File: src/rtl/sap_ctrl_seq.sv
// SAP controller-sequencer: one-hot T1..T6 ring plus opcode decode into the datapath control word.
// Optional JMP (opcode 0011) is compiled in when SAP_CTRL_JMP_EN is defined.
module sap_ctrl_seq (
    input  logic       i_clk,
    input  logic       i_clr_n,
    input  logic       i_run,
    input  logic [3:0] i_opcode,
    output logic [5:0] o_t_state,
    output logic       o_halted,
    output logic       o_cp,
    output logic       o_ep,
    output logic       o_lm_n,
    output logic       o_ce_n,
    output logic       o_li_n,
    output logic       o_ei_n,
    output logic       o_la_n,
    output logic       o_ea,
    output logic       o_su,
    output logic       o_eu,
    output logic       o_lb_n,
    output logic       o_lo_n,
    output logic       o_jp
);

    typedef enum logic [5:0] {
        T1 = 6'b000001,
        T2 = 6'b000010,
        T3 = 6'b000100,
        T4 = 6'b001000,
        T5 = 6'b010000,
        T6 = 6'b100000
    } t_state_e;

    localparam logic [3:0] OP_LDA = 4'b0000;
    localparam logic [3:0] OP_ADD = 4'b0001;
    localparam logic [3:0] OP_SUB = 4'b0010;
    localparam logic [3:0] OP_JMP = 4'b0011;
    localparam logic [3:0] OP_OUT = 4'b1110;
    localparam logic [3:0] OP_HLT = 4'b1111;

    t_state_e r_state;
    logic     r_halted;

    // Active-high internal strobes; active-low ports are inverted at the boundary.
    logic w_live;
    logic w_cp, w_ep, w_lm, w_ce, w_li, w_ei, w_la, w_ea, w_su, w_eu, w_lb, w_lo;
`ifdef SAP_CTRL_JMP_EN
    logic w_jp;
`endif

    // Ring counter and sticky halt flag; HLT freezes the ring in T4.
    always_ff @(posedge i_clk or negedge i_clr_n) begin
        if (!i_clr_n) begin
            r_state  <= T1;
            r_halted <= 1'b0;
        end else if (i_run && !r_halted) begin
            if ((r_state == T4) && (i_opcode == OP_HLT)) begin
                r_halted <= 1'b1;
            end else begin
                case (r_state)
                    T1:      r_state <= T2;
                    T2:      r_state <= T3;
                    T3:      r_state <= T4;
                    T4:      r_state <= T5;
                    T5:      r_state <= T6;
                    T6:      r_state <= T1;
                    default: r_state <= T1;
                endcase
            end
        end else begin
            r_state  <= r_state;
            r_halted <= r_halted;
        end
    end

    // Gating with clr_n makes the word inactive the instant reset asserts.
    assign w_live = i_clr_n & i_run & ~r_halted;

    // Control word decode from ring state and opcode.
    always_comb begin
        w_cp = 1'b0; w_ep = 1'b0; w_lm = 1'b0; w_ce = 1'b0;
        w_li = 1'b0; w_ei = 1'b0; w_la = 1'b0; w_ea = 1'b0;
        w_su = 1'b0; w_eu = 1'b0; w_lb = 1'b0; w_lo = 1'b0;
`ifdef SAP_CTRL_JMP_EN
        w_jp = 1'b0;
`endif
        if (w_live) begin
            case (r_state)
                T1: begin w_ep = 1'b1; w_lm = 1'b1; end
                T2: begin w_cp = 1'b1; end
                T3: begin w_ce = 1'b1; w_li = 1'b1; end
                T4: begin
                    case (i_opcode)
                        OP_LDA, OP_ADD, OP_SUB: begin w_ei = 1'b1; w_lm = 1'b1; end
                        OP_OUT:                 begin w_ea = 1'b1; w_lo = 1'b1; end
`ifdef SAP_CTRL_JMP_EN
                        OP_JMP:                 begin w_ei = 1'b1; w_jp = 1'b1; end
`endif
                        default:                begin w_ei = 1'b0; end
                    endcase
                end
                T5: begin
                    case (i_opcode)
                        OP_LDA:         begin w_ce = 1'b1; w_la = 1'b1; end
                        OP_ADD, OP_SUB: begin w_ce = 1'b1; w_lb = 1'b1; w_su = (i_opcode == OP_SUB); end
                        default:        begin w_ce = 1'b0; end
                    endcase
                end
                T6: begin
                    case (i_opcode)
                        OP_ADD, OP_SUB: begin w_eu = 1'b1; w_la = 1'b1; w_su = (i_opcode == OP_SUB); end
                        default:        begin w_eu = 1'b0; end
                    endcase
                end
                default: begin w_ep = 1'b0; end
            endcase
        end else begin
            w_ep = 1'b0;
        end
    end

    assign o_t_state = r_state;
    assign o_halted  = r_halted;
    assign o_cp      = w_cp;
    assign o_ep      = w_ep;
    assign o_lm_n    = ~w_lm;
    assign o_ce_n    = ~w_ce;
    assign o_li_n    = ~w_li;
    assign o_ei_n    = ~w_ei;
    assign o_la_n    = ~w_la;
    assign o_ea      = w_ea;
    assign o_su      = w_su;
    assign o_eu      = w_eu;
    assign o_lb_n    = ~w_lb;
    assign o_lo_n    = ~w_lo;
`ifdef SAP_CTRL_JMP_EN
    assign o_jp      = w_jp;
`else
    assign o_jp      = 1'b0;
`endif

endmodule
File: config.mk
export PLATFORM = sky130hd
export DESIGN_NAME = sap_ctrl_seq
export DESIGN_NICKNAME = d
export VERILOG_FILES = /design/src/rtl/sap_ctrl_seq.sv
export SDC_FILE = /design/constraint.sdc
export NUM_CORES = 1
export LEC_CHECK = 0
export ABC_AREA = 1
export CORE_MARGIN = 2
export CORE_UTILIZATION = 35
export CTS_BUF_LIST = sky130_fd_sc_hd__clkbuf_16
export DETAILED_ROUTE_END_ITERATION = 12
export GPL_TIMING_DRIVEN = 0
export PLACE_DENSITY_LB_ADDON = 0.3
export SETUP_SLACK_MARGIN = 0.3
export SYNTH_ARGS = -nofsm -noshare
export SYNTH_HDL_FRONTEND = slang
export SYNTH_SLANG_ARGS = --single-unit
export TNS_END_PERCENT = 30
File: constraint.sdc
create_clock -name i_clk -period 1.3 [get_ports i_clk]
set_clock_uncertainty 0.1 [all_clocks]
set_input_delay 0.26 -clock i_clk [delete_from_list [all_inputs] [get_ports i_clk]]
set_output_delay 0.26 -clock i_clk [all_outputs]
set_load 0.005 [all_outputs]
Word-level counts from Yosys, hierarchy flattened
Index checks and enable logic that the tools add are counted.
{"block": "totals", "register_bits": 7, "input_bits": 7, "out_inout_bits": 20, "elab_cells": 60}
{"block": "classes", "eq_ne": 10, "n_mux": 28, "n_bitwise": 11, "reduce_logical": 9}
{"operator": "$pmux W6 S5", "n": 1}
{"operator": "$mux W1", "n": 24}
{"operator": "$not A1 Y1", "n": 9}
{"operator": "$eq A4 B4 Y1 const B", "n": 2}
{"operator": "$eq A6 B1 Y1 const B", "n": 1}
{"operator": "$eq A6 B2 Y1 const B", "n": 1}
{"operator": "$eq A6 B3 Y1 const B", "n": 1}
{"operator": "$eq A6 B4 Y1 const B", "n": 1}
{"operator": "$eq A6 B5 Y1 const B", "n": 1}
{"operator": "$eq A6 B6 Y1 const B", "n": 1}
{"operator": "$pmux W1 S2", "n": 3}
{"operator": "$eq A4 B1 Y1 const B", "n": 1}
{"operator": "$eq A4 B2 Y1 const B", "n": 1}
{"operator": "$logic_not A4 Y1", "n": 1}
{"operator": "$reduce_and A2 Y1", "n": 2}
{"operator": "$reduce_or A2 Y1", "n": 2}
{"operator": "$reduce_or A3 Y1", "n": 1}
{"operator": "$and A1 B1 Y1", "n": 2}
{"operator": "$logic_and A1 B1 Y1", "n": 2}
{"operator": "$logic_not A1 Y1", "n": 1}

Logic depth before layout (Yosys ltp)
{"block": "depth", "depth_word": 6, "ltp_mapped": 7, "ltp_nobuf": 7}

Least setup slack after synthesis
No wires, ideal clock.
{"block": "synth_timing", "path_kind": "reg-to-output", "startpoint": "register r_halted (netlist: o_halted)", "endpoint": "output port o_lb_n", "t_arrival_ns": 1.062, "required_time_ns": 0.940, "slack_ns": -0.122, "path_stages_with_launch": 6, "n_path_buf": 0, "cell_sequence": "dfrtp_1 > inv_1 > nand3_1 > nor2_1 > nand2_1 > or2_1"}
{"block": "synth_between", "elab_chain_len": 4}
{"item": "start, declared", "line_no": "42", "rtl": "logic r_halted;"}
{"item": "start signal, assigned", "line_no": "72", "rtl": "r_halted <= r_halted;"}
{"item": "$not A1 Y1", "line_no": "77", "rtl": "assign w_live = i_clr_n & i_run & ~r_halted;"}
{"item": "$and A1 B1 Y1", "line_no": "77"}
{"item": "$mux W1", "line_no": "87", "rtl": "if (w_live) begin"}
{"item": "$not A1 Y1", "line_no": "134", "rtl": "assign o_lb_n = ~w_lb;"}
{"item": "end, declared", "line_no": "20", "rtl": "output logic o_lb_n,"}
No other way between the ends.

Worst setup path after layout
{"block": "layout_timing", "startpoint": "register r_state[1] (netlist: o_t_state[1])", "endpoint": "output port o_su"}
{"block": "layout_between", "elab_chain_len": 4, "elab_cells_between_ends": 5, "cone_classes": "eq/ne: 2; mux: 2; reduce/logical: 1"}
{"item": "start, declared", "line_no": "41", "rtl": "t_state_e r_state;"}
{"item": "start signal, assigned", "line_no": "71", "rtl": "r_state <= r_state;"}
{"item": "$eq A6 B6 Y1 / $eq A6 B5 Y1 (equally long branches)", "line_no": "88", "rtl": "case (r_state)"}
{"item": "$reduce_or A2 Y1 (no line) (*)"}
{"item": "$mux W1 (*)"}
{"item": "$mux W1 (*)", "line_no": "87"}
{"item": "end, declared", "line_no": "18", "rtl": "output logic o_su,"}
Mark *: on every way between the ends. The rest lies on a longest branch, timed or not.

==> impl_metrics.env <==
export IMPL_viasPerCell=5.126
export IMPL_syn_area_per_cell_um2=6.200
export IMPL_synthesis_nets=96
export IMPL_fin_area_um2=1175
export IMPL_grt_max_degree=11
export IMPL_grt_pass1_wl_um=3153
export IMPL_crit_path_start="o_t_state[1]$_DFFE_PN0P_"
export IMPL_cts_tree="built"
export IMPL_rows=14
export IMPL_gp_congestion=0.8102
export IMPL_rr_worst_depth=8
export IMPL_outcome="finished with violations"
export IMPL_antenna_diode_count=0
export IMPL_period_minus_slack_ns=1.837
export IMPL_finalHoldViolations=0
export IMPL_synth_area_top_cells="dfrtp_1 27%, nand2_1 15%, inv_1 12%"
export IMPL_antenna_left=0
export IMPL_grt_pass1_vias=694
export IMPL_dr_wl_met2_um=1153
export IMPL_final_setup_worst_slack_ns=-0.5367
export IMPL_start_util_pct=37.06
export IMPL_finalCritPeriodShare_pct=141.3
export IMPL_finalNetCount=151
export IMPL_crit_fanout=4
export IMPL_n_fill_cell=94
export IMPL_overflow=0
export IMPL_clk_latency_ns=0.23
export IMPL_dpl_hpwl_um=1119
export IMPL_track_usage_pct=23.03
export IMPL_wl_met3_um=142
export IMPL_wl_um=2270
export IMPL_syn_to_final_growth_pct=112.9
export IMPL_cts_buffers=3
export IMPL_die_w_um=43.71
export IMPL_routed_top_layer="met4"
export IMPL_place_ws_ns=-1.258
export IMPL_wire_per_inst_um=14.28
export IMPL_cp_start_kind="register"
export IMPL_synth_area_leader_cell="dfrtp_1"
export IMPL_synth_top_area_share_pct=27.21
export IMPL_synth_ff_type="dfrtp_1"
export IMPL_final_setup_tns_ns=-7.352
export IMPL_worst_setup_path_end_kind="output pin"
export IMPL_h_tree_depth=1
export IMPL_cts_root_buffer="clkbuf_16"
export IMPL_yosysMostFrequentCell="nand2_1"
export IMPL_placed_cell_area_um2=839.6
export IMPL_syn_inst=89
export IMPL_p_per_area_nw_per_um2=669.6
export IMPL_required_ns=0.94
export IMPL_cts_sinks=7
export IMPL_synth_edf_count=0
export IMPL_synth_distinct_cells=17
export IMPL_seq_area_frac_synth_pct=31.97
export IMPL_ctsLongestPathBuffers=2
export IMPL_power_leakage_nw=0.5853
export IMPL_met1_length_um=894
export IMPL_rsz0062_at_grt="true"
export IMPL_clock_fmax_mhz=544.5
export IMPL_firstDrtPassIters=4
export IMPL_vdd_drop_max_mv=0.8600
export IMPL_r2r_end="o_t_state[4]$_DFFE_PN0P_"
export IMPL_max_cap_violations=0
export IMPL_yosysWarnings=0
export IMPL_drt_iter0_markers=19
export IMPL_cp_data_arrival_time_ns=1.48
export IMPL_finalSetupViolations=22
export IMPL_drive_gt1_share_pct=55.24
export IMPL_yosys_top_cells_count="22 x nand2_1, 18 x inv_1, 13 x nor2_1"
export IMPL_crit_type="reg -> out"
export IMPL_final_seq_area_um2=180.2
export IMPL_violations="negative setup slack"
export IMPL_r2r_start="o_t_state[5]$_DFFE_PN0P_"
export IMPL_die_h_um=43.71
export IMPL_regToRegSetupSlack_ns=-0.26
export IMPL_drv_slew=0
export IMPL_ios=27
export IMPL_num_vias=815
export IMPL_multi_input_area_um2=397.9
export IMPL_drcViolationCount=0
export IMPL_portBuffers=25
export IMPL_coreArea_um2=1489
export IMPL_setup_worst_path_end="o_su"
export IMPL_antenna_found_initial=0
export IMPL_syn_area_um2=551.8
export IMPL_clk_pin_slew_ns=0.04
export IMPL_synthArstFlopShare_pct=100.0
export IMPL_die_area_um2=1910
export IMPL_synth_seq_cells=7
export IMPL_hold_class="in -> async"
==> layer usage <==
layer / global-route usage [%] / up-vias
li1: - / 384
met1: 27.06 / 391
met2: 40.00 / 31
met3: 6.667 / 9
met4: 7.273 / 0
met5: 0 / -
==> cells in the final DEF, fill, tap and decap left out, drive strengths merged <==
cell | synthesis | final
dlygate4sd2 | 0 | 8
inv | 18 | 19
a21oi | 1 | 1
clkbuf | 0 | 6
clkdlybuf4s15 | 0 | 3
nand4 | 2 | 2
nand3 | 10 | 10
or2 | 1 | 1
dfstp | 1 | 1
buf | 1 | 35
conb | 1 | 1
nor2 | 18 | 18
dlymetal6s4s | 0 | 1
o21ai | 7 | 7
nand2 | 22 | 22
dfrtp | 6 | 6
nor3 | 1 | 1
clkdlybuf4s50 | 0 | 1
==> layout make-up <==
type	instances	share of cell area [%]
Tap cell	16	1.704
Clock buffer	3	6.390
Timing Repair Buffer	50	36.00
Clock inverter	1	0.3195
Sequential cell	7	15.34
Buffer	1	0.6390
Inverter	18	5.751
Multi-Input combinational cell	63	33.87
==> worst min-delay path by stage <==
stage	start	to	slack, ns	cells after the start
floorplan	i_clr_n	o_halted$_DFFE_PN0P_	-0.14	0
global placement	o_halted$_DFFE_PN0P_	o_halted$_DFFE_PN0P_	0.39	2
detailed placement	o_halted$_DFFE_PN0P_	o_halted$_DFFE_PN0P_	0.40	2
CTS	i_clr_n	o_t_state[0]$_DFFE_PN1P_	0.01	1
global route	i_clr_n	o_t_state[0]$_DFFE_PN1P_	0.03	1
finish	i_clr_n	o_t_state[0]$_DFFE_PN1P_	0.02	1
==> cell families after synthesis <==
logic type / count (synthesis) / synth area share, %
AOI/OAI and AO/OA: 8 / 7.255
buffers and inverters: 19 / 13.61
DFF: 7 / 31.97
other: 1 / 0.6796
and+or+nand+nor: 54 / 46.49
==> per-stage QoR <==
| stage | instances | util (%) | power [mW] | hold slack (ns) |
|---|---|---|---|---|
| final | 159 | 78.91 | 0.7867 | 0.01529 |
| after global placement | 130 | 56.39 | 0.2609 | 0.3944 |
| after CTS | 152 | 73.78 | 0.7916 | 0.01316 |
| after detailed placement | 130 | 56.39 | 0.2615 | 0.3962 |
| after floorplan | 89 | - | 0.2320 | -0.1356 |
| after global routing | 159 | 78.91 | 0.8102 | 0.02537 |
==> repair_timing <==
action                     CTS  global route
pin swaps                   13             7
buffers inserted            17             7
cloned                       0             0
hold endpoints to repair     6             0
setup endpoints to repair   26            32
gates resized for setup     77            24
hold buffers                 1             0
==> critical path: stages, from the launching register on <==
cell and delay, ns:
dfrtp_1 0.40, nor2_4 0.17, nand4_1 0.15, buf_4 0.17, buf_6 0.10, a21oi_2 0.11, buf_2 0.13
==> power breakdown <==
group | switching [mW] | total, mW | internal, mW
Combinational | 0.0231 | 0.0402 | 0.0171
Sequential | 0 | 0.219 | 0.219
Clock | 0.126 | 0.527 | 0.401
==> flip-flops by register name (all words and copies together) (netlist names) <==
register and cells:
o_t_state 6, o_halted 1
No activity file was read; power rests on OpenSTA's default activity.
